<file path="src/rtl/fetch_pkg.sv">
// Shared widths, fetch FSM encoding and FIFO entry layout for the instruction fetch queue.
package fetch_pkg;

    localparam int PC_W   = 16;
    localparam int INST_W = 10;

    localparam logic [PC_W-1:0] RESET_PC_DEF = 16'd0;

    typedef enum logic [1:0] {
        ST_IDLE   = 2'd0,
        ST_RUN    = 2'd1,
        ST_HALTED = 2'd2
    } fetch_state_e;

    typedef struct packed {
        logic [INST_W-1:0] inst;
        logic [PC_W-1:0]   pc;
    } fetch_entry_t;

    localparam int ENTRY_W = $bits(fetch_entry_t);

    function automatic logic [PC_W-1:0] pc_next(input logic [PC_W-1:0] pc);
        return pc + 1'b1;
    endfunction

endpackage

</file>
<file path="src/rtl/fetch_fifo.sv">
// Synchronous DEPTH-entry FIFO with single-cycle flush; the head is read from
// registered storage, so a pushed word is visible the cycle after the push.
module fetch_fifo #(
    parameter int W     = 16,
    parameter int DEPTH = 4,
    localparam int AW   = $clog2(DEPTH),
    localparam int CW   = AW + 1
) (
    input  logic          clk,
    input  logic          rst_n,
    input  logic          push_i,
    input  logic [W-1:0]  data_i,
    input  logic          pop_i,
    input  logic          flush_i,
    output logic [W-1:0]  head_o,
    output logic [CW-1:0] count_o,
    output logic          empty_o,
    output logic          full_o
);

    logic [W-1:0]  mem_q [DEPTH];
    logic [AW-1:0] wr_ptr_q, wr_ptr_d;
    logic [AW-1:0] rd_ptr_q, rd_ptr_d;
    logic [CW-1:0] count_q, count_d;
    logic          do_push, do_pop;

    assign empty_o = (count_q == '0);
    assign full_o  = (count_q == CW'(DEPTH));
    assign head_o  = mem_q[rd_ptr_q];
    assign count_o = count_q;

    assign do_push = push_i && !full_o && !flush_i;
    assign do_pop  = pop_i && !empty_o && !flush_i;

    always_comb begin
        wr_ptr_d = wr_ptr_q;
        rd_ptr_d = rd_ptr_q;
        count_d  = count_q;
        if (flush_i) begin
            wr_ptr_d = '0;
            rd_ptr_d = '0;
            count_d  = '0;
        end else begin
            if (do_push) wr_ptr_d = wr_ptr_q + 1'b1;
            if (do_pop)  rd_ptr_d = rd_ptr_q + 1'b1;
            count_d = count_q + CW'(do_push) - CW'(do_pop);
        end
    end

    always_ff @(posedge clk or negedge rst_n) begin
        if (!rst_n) begin
            wr_ptr_q <= '0;
            rd_ptr_q <= '0;
            count_q  <= '0;
            for (int i = 0; i < DEPTH; i++) mem_q[i] <= '0;
        end else begin
            wr_ptr_q <= wr_ptr_d;
            rd_ptr_q <= rd_ptr_d;
            count_q  <= count_d;
            if (do_push) mem_q[wr_ptr_q] <= data_i;
        end
    end

endmodule

</file>
<file path="src/rtl/inst_fetch_queue.sv">
// Fetch stage: issues in-order ROM reads ahead of decode, buffers {inst, pc} entries,
// flushes on redirect/start. Optional counters enabled by `define FETCH_STATS_EN.
module inst_fetch_queue
    import fetch_pkg::*;
#(
    parameter int              DEPTH    = 4,
    parameter int              MAX_OUT  = 2,
    parameter logic [PC_W-1:0] RESET_PC = RESET_PC_DEF
) (
    input  logic              CLK,
    input  logic              RST_N,
    input  logic              start,
    input  logic              halt,
    input  logic              redirect_valid,
    input  logic [PC_W-1:0]   redirect_pc,
    output logic              rom_req,
    output logic [PC_W-1:0]   rom_addr,
    input  logic              rom_valid,
    input  logic [INST_W-1:0] rom_data,
    output logic              inst_valid,
    input  logic              inst_ready,
    output logic [INST_W-1:0] inst_out,
    output logic [PC_W-1:0]   inst_pc,
    output logic [1:0]        state_o
`ifdef FETCH_STATS_EN
   ,output logic [15:0]       fetched_cnt,
    output logic [15:0]       flushed_cnt
`endif
);

    localparam int CW = $clog2(DEPTH) + 1;
    localparam logic [CW:0]   DEPTH_L   = (CW+1)'(DEPTH);
    localparam logic [CW-1:0] MAX_OUT_L = CW'(MAX_OUT);

    fetch_state_e    state_q, state_d;
    logic [PC_W-1:0] fetch_pc_q, fetch_pc_d;
    logic [CW-1:0]   outstanding_q, outstanding_d;
    logic [CW-1:0]   drop_q, drop_d;

    logic            flush, resp, keep, issue, pop;
    logic [CW:0]     credit_used;
    logic [CW-1:0]   inst_count, tag_count;
    logic            inst_empty, inst_full, tag_empty, tag_full;
    logic [PC_W-1:0] tag_pc;
    fetch_entry_t    push_entry, head_entry;
    logic            unused_fifo_status;

    assign flush       = start || redirect_valid;
    assign resp        = rom_valid && (outstanding_q != '0);
    // Responses of requests made before a flush are stale and only retire credits.
    assign keep        = resp && (drop_q == '0) && !flush && !tag_empty;
    assign credit_used = {1'b0, inst_count} + {1'b0, outstanding_q};
    assign issue       = (state_q == ST_RUN) && !flush && !tag_full
                         && (credit_used < DEPTH_L) && (outstanding_q < MAX_OUT_L);
    assign pop         = inst_valid && inst_ready;

    assign rom_req    = issue;
    assign rom_addr   = fetch_pc_q;
    assign inst_valid = !inst_empty;
    assign inst_out   = inst_empty ? '0 : head_entry.inst;
    assign inst_pc    = inst_empty ? '0 : head_entry.pc;
    assign state_o    = state_q;

    assign push_entry.inst = rom_data;
    assign push_entry.pc   = tag_pc;

    assign unused_fifo_status = &{1'b0, inst_full, tag_count};

    fetch_fifo #(.W(PC_W), .DEPTH(DEPTH)) u_tag_q (
        .clk     (CLK),
        .rst_n   (RST_N),
        .push_i  (issue),
        .data_i  (fetch_pc_q),
        .pop_i   (keep),
        .flush_i (flush),
        .head_o  (tag_pc),
        .count_o (tag_count),
        .empty_o (tag_empty),
        .full_o  (tag_full)
    );

    fetch_fifo #(.W(ENTRY_W), .DEPTH(DEPTH)) u_inst_q (
        .clk     (CLK),
        .rst_n   (RST_N),
        .push_i  (keep),
        .data_i  (push_entry),
        .pop_i   (pop),
        .flush_i (flush),
        .head_o  (head_entry),
        .count_o (inst_count),
        .empty_o (inst_empty),
        .full_o  (inst_full)
    );

    always_comb begin
        state_d = state_q;
        if (start) begin
            state_d = ST_RUN;
        end else begin
            case (state_q)
                ST_RUN:  if (halt) state_d = ST_HALTED;
                default: state_d = state_q;
            endcase
        end
    end

    always_comb begin
        fetch_pc_d    = fetch_pc_q;
        outstanding_d = outstanding_q + CW'(issue) - CW'(resp);
        drop_d        = drop_q;
        if (start)               fetch_pc_d = RESET_PC;
        else if (redirect_valid) fetch_pc_d = redirect_pc;
        else if (issue)          fetch_pc_d = pc_next(fetch_pc_q);
        // Everything still in flight after this cycle belongs to the old path.
        if (flush)                         drop_d = outstanding_q - CW'(resp);
        else if (resp && drop_q != '0)     drop_d = drop_q - 1'b1;
    end

    always_ff @(posedge CLK or negedge RST_N) begin
        if (!RST_N) begin
            state_q       <= ST_IDLE;
            fetch_pc_q    <= RESET_PC;
            outstanding_q <= '0;
            drop_q        <= '0;
        end else begin
            state_q       <= state_d;
            fetch_pc_q    <= fetch_pc_d;
            outstanding_q <= outstanding_d;
            drop_q        <= drop_d;
        end
    end

`ifdef FETCH_STATS_EN
    logic [15:0] fetched_q, fetched_d;
    logic [15:0] flushed_q, flushed_d;
    logic [CW:0] discard;
    logic [16:0] flush_sum;

    // Popped entry is accepted by decode, so it is not counted as discarded.
    assign discard   = ({1'b0, inst_count} - (CW+1)'(pop))
                     + ({1'b0, outstanding_q} - {1'b0, drop_q});
    assign flush_sum = {1'b0, flushed_q} + 17'(discard);

    always_comb begin
        fetched_d = fetched_q;
        flushed_d = flushed_q;
        if (start) begin
            fetched_d = '0;
            flushed_d = '0;
        end else begin
            if (pop && fetched_q != 16'hFFFF) fetched_d = fetched_q + 1'b1;
            if (redirect_valid) flushed_d = flush_sum[16] ? 16'hFFFF : flush_sum[15:0];
        end
    end

    always_ff @(posedge CLK or negedge RST_N) begin
        if (!RST_N) begin
            fetched_q <= '0;
            flushed_q <= '0;
        end else begin
            fetched_q <= fetched_d;
            flushed_q <= flushed_d;
        end
    end

    assign fetched_cnt = fetched_q;
    assign flushed_cnt = flushed_q;
`endif

endmodule

</file>
<file path="config.mk">
export PLATFORM = sky130hd
export DESIGN_NAME = inst_fetch_queue
export DESIGN_NICKNAME = d
export VERILOG_FILES = /design/src/rtl/fetch_pkg.sv /design/src/rtl/fetch_fifo.sv /design/src/rtl/inst_fetch_queue.sv
export SDC_FILE = /design/constraint.sdc
export NUM_CORES = 1
export LEC_CHECK = 0
export ABC_AREA = 1
export BUFFER_PORTS_ARGS = -buffer_cell sky130_fd_sc_hd__buf_2
export CORE_ASPECT_RATIO = 1.5
export CORE_MARGIN = 1
export CORE_UTILIZATION = 55
export CTS_CLUSTER_SIZE = 8
export DETAILED_ROUTE_END_ITERATION = 7
export PLACE_DENSITY = 0.83
export SKIP_CTS_REPAIR_TIMING = 1
export SLEW_MARGIN = 5
export SYNTH_ARGS = -nofsm -noshare
export SYNTH_HDL_FRONTEND = slang
export SYNTH_SLANG_ARGS = --single-unit
</file>
<file path="constraint.sdc">
create_clock -name CLK -period 6.6 [get_ports CLK]
set_input_delay 1.65 -clock CLK [delete_from_list [all_inputs] [get_ports CLK]]
set_output_delay 1.65 -clock CLK [all_outputs]
set_load 0.05 [all_outputs]
</file>
# Word-level counts from Yosys, hierarchy flattened
# Index checks and enable logic that the tools add are counted.
# Widths: inputs -> output; s select.
[word_totals]
register_bits = 206
inputBits = 33
output_inout_bits = 46
word_cells = 119
[classes]
addsub = 14
n_lt_le_gt_ge = 8
eq_ne = 3
n_mux = 32
bitwise = 4
n_reduce_logical = 40
[ops]
columns = ["op", "count"]
rows = [
  ["$mux 16", 7],
  ["$bwmux 104", 1],
  ["$mux 26", 3],
  ["$bwmux 64", 1],
  ["$bmux 26 s2", 1],
  ["$demux 26 s2", 1],
  ["$bmux 16 s2", 1],
  ["$demux 16 s2", 1],
  ["$mux 2", 11],
  ["$logic_and 1x1->1", 20],
  ["$add 16x1->16 const B", 1],
  ["$reduce_bool 2->1", 7],
  ["$ge 3x3->1 const B", 4],
  ["$mux 3", 4],
  ["$not 2->3", 4],
  ["$sub 3x1->3", 4],
  ["$mux 10", 1],
  ["$add 3x1->3", 3],
  ["$logic_not 3->1", 3],
  ["$reduce_bool 3->1", 3],
  ["$add 2x1->2 const B", 4],
  ["$eq 3x3->1 const B", 2],
  ["$lt 3x1->1 const B", 2],
  ["$logic_not 1->1", 5],
  ["other kinds (7)", 7],
]

# Longest topological paths before layout
# Gate-level depths: netlist of run 1.
[logic_depth]
ltp_word = 11
depth_mapped = 15

# Hierarchy
# Synthesis of run 1 repeated with hierarchy kept, for this count alone.
[hier_totals]
cells_unflattened = 1412
area_unflattened_um2 = 10959.3
[modules_own_cells]
columns = ["mod", "n_inst", "cells_each", "area_each_um2", "seq_area_each_um2"]
rows = [
  ["fetch_fifo at u_inst_q", 1, 667, 5494.0, 2777.7],
  ["fetch_fifo at u_tag_q", 1, 433, 3518.4, 1776.7],
  ["inst_fetch_queue", 1, 312, 1946.9, 600.6],
]

# Least setup slack after synthesis of run 1
# OpenSTA, ideal clock, no wires.
[synth_path]
path_type = "in2out"
start = "input port redirect_valid"
end = "output port rom_req"
arrival_ns = 2.428
path_slack_ns = 2.522
path_stages = 6
path_buffers = 1
path_cell_list = "buf_6 > nor2_4 > nand2_1 > nor2_1 > nand2_1 > inv_1"
[synth_between]
elab_chain_len = 6
[synth_rtl]
columns = ["element", "line_no", "text"]
rows = [
  ["start, declared", "inst_fetch_queue.sv:14", "input logic redirect_valid,"],
  ["$logic_or 1x1->1", "inst_fetch_queue.sv:48", "assign flush = start || redirect_valid;"],
  ["$logic_not 1->1", "inst_fetch_queue.sv:53", "assign issue = (state_q == ST_RUN) && !flush && !tag_full"],
  ["$logic_and 1x1->1 (2 in a row)", "inst_fetch_queue.sv:53", ""],
  ["$logic_and 1x1->1 (2 in a row)", "inst_fetch_queue.sv:54", "&& (credit_used < DEPTH_L) && (outstanding_q < MAX_OUT_L);"],
  ["end, declared", "inst_fetch_queue.sv:16", "output logic rom_req,"],
]
# No other way between the ends.

# Worst setup path after layout of run 1
# Ends and elaborated chain as after synthesis.

==> metrics.txt, run 1 <==
status=completed; cell count after synthesis=1312; RSZ-0062 raised after global routing=no; DR vias/cell=5.801; Pins Over Slew Limit=0; total core area=18550 µm²; first-pass GRT wire length=43260 µm; worst-path fanout max=12; CP Launch Point=redirect_valid; vias=9246; Synth Area per Inst=7.958 µm²; slew margin rel.=26.13%; die span in y=170.8 µm; Hold EP=u_inst_q.mem_q[22]; clk buf depth=3; DR iter-0 viols=836; Worst Reg-to-Reg Cells=5; clk_lat worst skew=0.54 ns; Fmax=227.3 MHz; Final nets=1400; fillers=1626; Crit path arrival time=2.75 ns; share of the yosys chip area belonging to registers=49.37%; I/O pins=79; Area Growth Syn to Fin=10.44%; r2r setup slk=3.76 ns; min Tclk post-route=4.399 ns; Die W=114.5 µm; kind of critical path=input port to primary output; H-tree Lvls=1; reg-to-reg endpoint=u_inst_q.mem_q[81]; row cnt=61; combinational fraction of design power=11.8%; DIE AREA=19550 µm²; Routed Antenna Nets=0; register share of total power=45.8%; CP Launch Type=input port; fin crit share=66.65%; Clock Power Share=42.5%; IO Port Bufs=78; TritonCTS Buffers=29; worst slew pin tran=1.108 ns; Crit path required time=4.95 ns; DRC viols=0; Final Power=3003 µW; worst hold path depth=2; syn_nets=1370; CTS tree=yes; number of global-route vias before repair=8884; DR WL/cell=16.44 µm; Pre-Repair DR Iteration Count=5; GRT overflow=0; flops & latches, synth=206; initial antenna violation count=0; Leak=0.005791 µW; GRT Overall Usage=27.58%; CTS Root Cell=clkbuf_16; # setup viols final=0; pin count of the biggest net entering global routing=104; power per cell area=260.4 nW/µm²; mapped cell area=10440 µm²; Synth warnings=0; Sw Pwr=789.9 µW; clock slew seen by the registers of the worst setup and hold paths=0.05 ns; Hold Crit Start=u_inst_q.mem_q[22]; Hold Crit Class=flip-flop to flip-flop; hpwl dp=15350 µm; RR Startpoint=u_tag_q.rd_ptr_q[0]; Final Util=62.17%; share of cells above drive strength 1=10.06%; # diodes=0; critical path endpoint category=primary output; Layout Skew=0.01728 ns; maximum VDD drop=196.3 µV; Internal Power=2213 µW; switching part of the total power=26.30%; clock sink count=206; final WL=26210 µm; GPL Wtd Cong=0.9577; setup total negative slack=0 ns; count of cell types in the netlist=32; Starting Density=56.30%; MaxCap Viol Count=0; endpoints failing hold=0
logic make-up after synthesis:
kind of cell / count (synthesis) / synth area share, %
fa+ha+maj: 25 / 3.211
compound gates: 218 / 10.81
xor+xnor: 9 / 0.7549
flops: 206 / 49.37
simple gates: 700 / 28.89
buf+inv: 152 / 6.771
mux: 2 / 0.1917
power by group through the flow:
stage	Clock [µW]	Combinational (µW)	Sequential [µW]
after floorplan	0	208	1420
after global placement	0	341	1390
after detailed placement	0	354	1390
after CTS	1290	356	1370
after global routing	1340	401	1380
final	1270	354	1370
per-stage QoR:
stage / cells / hold slack (ns) / setup WS [ns] / instance area (µm²)
finish: 1594 / 0.4641 / 2.201 / 11530
global route: 1594 / 0.4801 / 2.095 / 11530
CTS: 1594 / 0.4653 / 2.201 / 11530
detailed placement: 1563 / 0.4530 / 2.209 / 10780
global placement: 1563 / 0.4475 / 2.221 / 10780
floorplan: 1312 / 0.4366 / 2.522 / 10440
placed cells by master, fill, tap and decap left out, drive strengths merged:
cell / synthesis / routed
nor3: 3 / 3
buf: 36 / 89
fa: 3 / 3
clkinv: 1 / 1
ha: 22 / 22
nand3b: 2 / 2
o31ai: 1 / 1
clkbuf: 55 / 31
xnor2: 5 / 5
o21ai: 166 / 166
mux2i: 2 / 2
o22ai: 20 / 20
nand3: 29 / 29
a31oi: 1 / 1
nand2: 369 / 369
dfrtp: 206 / 206
nor2: 187 / 187
nand4: 110 / 110
o21a: 1 / 1
xor2: 4 / 4
inv: 60 / 61
a21oi: 29 / 29
how the worst max path moves through the flow:
stage	end	cells after the start
after floorplan	rom_req	6
after global placement	rom_req	7
after detailed placement	rom_req	7
after CTS	rom_req	7
after global routing	rom_req	7
final	rom_req	7
flip-flops by register name, indices dropped and copies added, names as in the netlist:
signal             flops
u_inst_q.count_o       3
state_o                2
u_tag_q.rd_ptr_q       2
rom_addr              16
u_inst_q.wr_ptr_q      2
u_tag_q.count_o        3
u_inst_q.mem_q       104
outstanding_q          3
drop_q                 3
u_tag_q.wr_ptr_q       2
u_tag_q.mem_q         64
u_inst_q.rd_ptr_q      2
Yosys cell counts (all sizes together):
master  instances  share of area (%)
mux2i           2               0.19
nand3b          2               0.18
a31oi           1               0.12
nand4         110                6.6
nor2          187                6.8
dfrtp         206                 49
a21oi          29                1.4
o31ai           1              0.072
buf            36                2.6
xnor2           5               0.42
nand3          29                1.9
clkbuf         55                2.0
clkinv          1              0.036
o22ai          20                1.2
nor3            3               0.14
fa              3               0.58
xor2            4               0.34
nand2         369                 13
o21ai         166                8.0
o21a            1              0.072
ha             22                2.6
inv            60                2.2
layout make-up:
cell class / instances / area, µm² / area share (%)
tap: 252 / 315.3 / 2.734
timing repair buffer: 90 / 489.2 / 4.243
inverter: 61 / 229.0 / 1.986
multi-input combinational: 954 / 4594 / 39.84
sequential: 206 / 5155 / 44.70
clock inverter: 1 / 8.758 / 0.07595
clock buffer: 30 / 739.5 / 6.413
layer usage:
| layer | GRT usage, % | up-vias | wire [µm] |
|---|---|---|---|
| met5 | 0 | - | 0 |
| met4 | 10.73 | 0 | 516 |
| met3 | 3.294 | 45 | 1603 |
| met2 | 48.72 | 364 | 13650 |
| met1 | 34.34 | 4455 | 10440 |
| li1 | - | 4382 | - |
critical path, stage by stage:
cell     delay (ns)
buf_2          0.16
nor2_4         0.31
nand2_1        0.09
nor2_1         0.09
nand2_1        0.09
inv_1          0.09
buf_2          0.26
No activity file was read; power rests on OpenSTA's default activity.
==> run 2: changes to the inputs <==
Settings changed: ABC_AREA 1 to 0, CORE_UTILIZATION 55 to 54, PLACE_DENSITY 0.83 to 0.85.
Clock period 6.6 ns to 3.7 ns, I/O delays scaled along.
==> run 2 against run 1 <==
Against the previous run:
- clock skew decreased by 0.0065 ns
- register-to-register slack got worse by 3.1 ns
- sequential share of layout area increased by 0.91 points
- wire length decreased by 19%
- highest routed layer unchanged
- count of clock-buffer cells in the layout increased by 1
- largest power group unchanged
- critical path depth decreased by 2
- first-iteration DRC count decreased by 49%
- sequential power increased by 79%
- hold slack got worse by 0.031 ns
- critical endpoint unchanged
==> metrics.txt, run 2 <==
status=completed; setup total negative slack=0 ns (unchanged); RSZ-0062 raised after global routing=no; cells along the critical path=ha_1 > or4b_1 > or4_4 > inv_1 > clkbuf_4; most common cell after layout, fill and taps aside=dfrtp_1; Leak=0.005735 µW (-0.96%); Metal-1 WL=8575 µm (-18%); row cnt=60 (-1.6%); Pre-Repair DR Iteration Count=5 (unchanged); CTS Root Cell=clkbuf_16; reg-to-reg endpoint=u_tag_q.count_o[2]; number of global-route vias before repair=6704 (-25%); final WL=21280 µm (-19%); Final nets=835 (-40%); Final Power=5261 µW (+75%); syn_nets=753 (-45%); Critical Path Max Stage Delay=0.54 ns (+0.23 ns); Area Growth Syn to Fin=13.59%; GRT Overall Usage=23.60% (-4.0 points); max reg flops=104 (unchanged); post-synthesis mux area share=29.75% (+30 points); Routed Antenna Nets=0 (unchanged); clk_lat worst skew=0.51 ns (-0.03 ns); highest routed layer=met4; hpwl dp=13550 µm (-12%); # diodes=0 (unchanged); met2 routed WL=11370 µm (-17%); share of the synthesized area in the top cell type=51.80% (+2.4 points); final worst slack=0.1302 ns (-2.071 ns); MaxCap Viol Count=0 (unchanged); Starting Density=55.23% (-1.1 points); pin count of the biggest net entering global routing=79 (-24%); H-tree Lvls=1 (unchanged); Yosys top cell by area=dfrtp_1; Post-Place Cells=963 (-38%); fillers=1275 (-22%); IO Port Bufs=78 (unchanged); Crit path arrival time=2.64 ns (-0.11 ns); cell count after synthesis=695 (-47%); EDFF count, synth=0 (unchanged); # setup viols final=0 (unchanged); share of the yosys chip area belonging to registers=51.80% (+2.4 points); endpoints failing hold=0 (unchanged); Crit path max-delay family=simple AND/OR/NAND/NOR gates; r2r setup slk=0.63 ns (-3.13 ns); Worst Reg-to-Reg Cells=10 (+5); commonest cells in the netlist=206 x dfrtp_1, 133 x mux2_2, 42 x mux4_2; count leader, synth=dfrtp_1; share of cells above drive strength 1=44.53% (+34 points); Pins Over Slew Limit=0 (unchanged); switching part of the total power=24.66% (-1.6 points); Layout Skew=0.01075 ns (-0.006521 ns); top cells by area, synth=dfrtp_1 52%, mux2_2 15%, mux4_2 9.5%; kind of critical path=flip-flop to primary output; clock sink count=206 (unchanged); die span in y=168.3 µm (-1.5%); Synth Area in Simple Gates=7.205% (-22 points); power per cell area=465.5 nW/µm² (+79%); Die W=112.8 µm (-1.5%); clk buf depth=3 (unchanged); clock slew seen by the registers of the worst setup and hold paths=0.05 ns (about the same); adder-cell share of the synthesized area=3.370% (+0.16 points); Clock Power Share=42.8% (+0.3 points); combinational fraction of design power=10.6% (-1.2 points); critical path endpoint category=primary output; Most flops, register=u_inst_q.mem_q; fin crit share=96.48%; Synth Area per Inst=14.32 µm² (+80%); min Tclk post-route=3.570 ns; CTS tree=yes; XOR/XNOR Fraction of Synth Area=0.8802% (+0.13 points); DP Worst Slack=0.2047 ns (-2.004 ns); slew margin rel.=34.77% (+8.6 points); Synth warnings=0 (unchanged); DR iter-0 viols=426 (-49%); Sw Pwr=1298 µW (+64%); Internal Power=3964 µW (+79%); first-pass GRT wire length=35200 µm (-19%); worst slew pin tran=0.9702 ns (-0.1378 ns); Buf+Inv Stages, Crit Path=2 (-1); slowest cell on the critical path=or4b_1; most frequent cells in the layout=205 x dfrtp_1, 133 x mux2_2, 76 x buf_2; vias=6087 (-34%); Layout Cell Area excl Fill=11300 µm² (-2.0%); ys flop type=dfrtp_1; count of cell types in the netlist=54 (+69%); DRC viols=0 (unchanged); register share of total power=46.6% (+0.8 points); Post-Place Cell Area=10560 µm² (-2.1%); GPL Wtd Cong=0.8511 (-11%); largest family of logic cells by synthesized area=multiplexers; Crit path required time=2.77 ns (-2.18 ns); met3 WL post-DR=844 µm (-47%); CP Launch Type=flip-flop; DIE AREA=18990 µm² (-2.9%); I/O pins=79 (unchanged); Hold Crit Class=input port to asynchronous set/reset pin; total core area=18020 µm² (-2.9%); worst-path fanout max=12 (unchanged); post-synthesis compound-gate area fraction=3.558% (-7.3 points); TritonCTS Buffers=29 (unchanged); flops & latches, synth=206 (unchanged); fin cells=994 (-38%); Post-synth ARST share=100.0% (unchanged); GRT overflow=0 (unchanged); initial antenna violation count=0 (unchanged); mapped cell area=9951 µm² (-4.7%); RR Startpoint=outstanding_q[2]; DR WL/cell=21.41 µm (+30%); Fmax=280.1 MHz; maximum VDD drop=396.0 µV (+100%); DR vias/cell=6.124 (+5.6%)
==> run 2: cell types whose count changed in the layout (fill, tap and decap cells not counted), moves of 18 or more <==
cell and delta:
a21oi_1 -22, inv_1 -28, o21ai_0 -160, mux2_4 +30, nor2_1 -160, and2_1 +30, mux4_2 +42, mux2_2 +133
o22ai_1 -18, nand3_1 -19, nand4_1 -107, nand2_1 -353
==> run 2: logic make-up (layout without fill, tap and decap cells) <==
family,count (synthesis),in the layout
buffers and inverters,75,157
AOI/OAI and AO/OA,47,47
and+or+nand+nor,121,121
xor gates and xnor gates,10,10
DFF,206,206
adders and majority gates,25,25
muxes,211,211
==> run 2: worst max path at each step <==
stage | from | end | slack, ns | cells past startpoint
4_1_cts | outstanding_q[2] | rom_req | 0.02 | 5
3_3_place_gp | start | u_tag_q.count_o[2] | 0.28 | 12
5_1_grt | u_inst_q.count_o[2] | rom_req | 0.03 | 5
2_1_floorplan | redirect_valid | rom_req | 0.27 | 5
3_5_place_dp | start | u_inst_q.mem_q[79] | 0.20 | 8
6_report | outstanding_q[2] | rom_req | 0.13 | 5
==> run 2: worst register-to-register path, delay by kind of cell (launching register included) <==
kind | cells | cell delay, ns
fa+ha+maj | 3 | 0.84
buf+inv | 2 | 0.24
simple gates | 3 | 1.13
xor+xnor | 2 | 0.31
flops | 1 | 0.42
==> run 2: per-layer routing <==
layer | vias up | track usage [%]
met1 | 3174 | 29.65
met2 | 185 | 41.81
li1 | 2686 | -
met4 | 0 | 8.696
met3 | 42 | 2.844
met5 | - | 0
==> run 2: per-stage QoR <==
stage                     utilization (%)  hold WS, ns
after floorplan                         -       0.4594
after CTS                           62.72       0.4619
after global placement              58.60       0.4769
after detailed placement            58.60       0.4856
after global routing                62.74       0.4893
final                               62.74       0.4331
==> run 2: final cells by class <==
cell class | count | area, µm² | area share [%]
well taps | 217 | 271.5 | 2.402
clock buffers | 31 | 743.2 | 6.575
multi-input cells | 414 | 4461 | 39.46
flip-flops and latches | 206 | 5156 | 45.62
repair buffers | 95 | 554.3 | 4.904
inverters | 31 | 117.6 | 1.041
==> run 2: power by group through the flow <==
| stage | Sequential [µW] | Clock, µW | Combinational [µW] |
|---|---|---|---|
| finish | 2450 | 2250 | 558 |
| global route | 2460 | 2380 | 620 |
| CTS | 2450 | 2290 | 562 |
| detailed placement | 2480 | 0 | 557 |
| global placement | 2480 | 0 | 535 |
| floorplan | 2490 | 0 | 326 |
==> run 3: changes to the inputs <==
Settings changed: ABC_AREA 0 to 1, CORE_UTILIZATION 54 to 55, PLACE_DENSITY 0.85 to 0.83.
Clock period 3.7 ns to 4 ns, I/O delays scaled along.
==> run 3 against run 2 <==
Against the previous run:
- clock power decreased by 6%
- die area increased by 3.0%
- non-clock buffer count increased by 4
- flip-flop and latch count unchanged
- setup slack improved by 0.46 ns
- largest cell class unchanged
- highest routed layer unchanged
==> metrics.txt, run 3 (same netlist as run 1, synthesis figures left out) <==
status=completed; Crit path arrival time=2.41 ns (-0.23 ns); Hold Crit Class=flip-flop to flip-flop; Layout Skew=0.02120 ns (+0.01044 ns); final WL=26500 µm (+25%); Final Power=4982 µW (-5.3%); worst slew pin tran=1.030 ns (+0.06004 ns); DIE AREA=19550 µm² (+3.0%); Pre-Repair DR Iteration Count=5 (unchanged); row cnt=61 (+1.7%); Leak=0.005842 µW (+1.9%); die span in y=170.8 µm (+1.5%); TritonCTS Buffers=29 (unchanged); endpoints failing hold=0 (unchanged); pin count of the biggest net entering global routing=109 (+38%); kind of critical path=flip-flop to primary output; Hold EP=u_inst_q.mem_q[54]; max reg flops=104 (unchanged); H-tree Lvls=1 (unchanged); setup total negative slack=0 ns (unchanged); Routed Antenna Nets=0 (unchanged); Crit path required time=3.00 ns (+0.23 ns); Die W=114.5 µm (+1.5%); DR vias/cell=5.848 (-4.5%); most frequent cells in the layout=368 x nand2_1, 206 x dfrtp_1, 184 x nor2_1; DP Worst Slack=0.8770 ns (+0.6724 ns); GPL Wtd Cong=0.9230 (+8.4%); I/O pins=79 (unchanged); GRT overflow=0 (unchanged); initial antenna violation count=0 (unchanged); DRC viols=0 (unchanged); CTS Root Cell=clkbuf_16; IO Port Bufs=78 (unchanged); Pins Over Slew Limit=0 (unchanged); total core area=18550 µm² (+2.9%); fin crit share=85.27%; Most flops, register=u_inst_q.mem_q; DR WL/cell=16.53 µm (-23%); number of global-route vias before repair=9144 (+36%); clk buf depth=3 (unchanged); worst-path fanout max=39 (+27); hpwl dp=16170 µm (+19%); clock sink count=206 (unchanged); # diodes=0 (unchanged); clock slew seen by the registers of the worst setup and hold paths=0.05 ns (about the same); vias=9375 (+54%); reg-to-reg endpoint=u_inst_q.count_o[2]; CP Launch Type=flip-flop; power per cell area=428.1 nW/µm² (-8.0%); Starting Density=56.30% (+1.1 points); RSZ-0062 raised after global routing=no; slew margin rel.=31.15% (-3.6 points); MaxCap Viol Count=0 (unchanged); WHS=0.4618 ns (+0.02870 ns); first-pass GRT wire length=44200 µm (+26%); share of cells above drive strength 1=10.66% (-34 points); final worst slack=0.5892 ns (+0.4590 ns); clk_lat worst skew=0.54 ns (+0.03 ns); Area Growth Syn to Fin=11.44%; DR iter-0 viols=929 (+120%); critical path endpoint category=primary output; CTS tree=yes; most common cell after layout, fill and taps aside=nand2_1; Final nets=1409 (+69%); RR Startpoint=u_inst_q.count_o[1]; worst hold path depth=2; Hold Crit Start=u_inst_q.mem_q[54]; r2r setup slk=1.43 ns (+0.80 ns); Fmax=293.2 MHz; # setup viols final=0 (unchanged); min Tclk post-route=3.411 ns; maximum VDD drop=246.1 µV (-38%); Worst Reg-to-Reg Cells=14 (+4); GRT Overall Usage=28.09% (+4.5 points)
[run 3: cell type report]
class | count | area [µm²]
Fill cell | 1629 | 6910
Inverter | 61 | 229.0
Timing Repair Buffer | 99 | 594.3
Multi-Input combinational cell | 954 | 4594
Tap cell | 252 | 315.3
Clock buffer | 30 | 739.5
Clock inverter | 1 | 8.758
Sequential cell | 206 | 5155
[run 3: power breakdown]
group	switching (µW)	internal [µW]
Sequential	75.9	2190
Combinational	418	187
Clock	830	1280
Total	1320	3660
[run 3: critical path, stage by stage, from the launching register on]
cell and delay, ns:
dfrtp_1 0.37, inv_1 0.35, buf_4 0.45, o21ai_0 0.16, a21oi_1 0.23, buf_2 0.30
[run 3: per-stage QoR]
stage	instance area, µm²	instances	utilization (%)
after floorplan	10440	1312	-
after global placement	10890	1572	58.71
after detailed placement	10890	1572	58.71
after CTS	11640	1603	62.74
after global routing	11640	1603	62.74
final	11640	1603	62.74
[run 3: worst max-delay path by stage]
stage,endpoint,cells after the start,start,slack (ns)
after floorplan,u_tag_q.count_o[2],15,redirect_valid,1.01
after global placement,rom_req,7,redirect_valid,0.93
after detailed placement,u_inst_q.count_o[2],11,redirect_valid,0.88
after CTS,inst_pc[1],6,u_inst_q.rd_ptr_q[1],0.58
after global routing,inst_pc[1],6,u_inst_q.rd_ptr_q[1],0.48
final,inst_pc[8],5,u_inst_q.rd_ptr_q[0],0.59
[run 3: per-layer routing]
metal / GRT usage, % / wire length (µm) / part of all wire (%)
met5: 0 / 0 / 0
met4: 11.35 / 592 / 2.2
met3: 3.082 / 1441 / 5.4
met2: 49.41 / 13830 / 52
met1: 35.18 / 10640 / 40
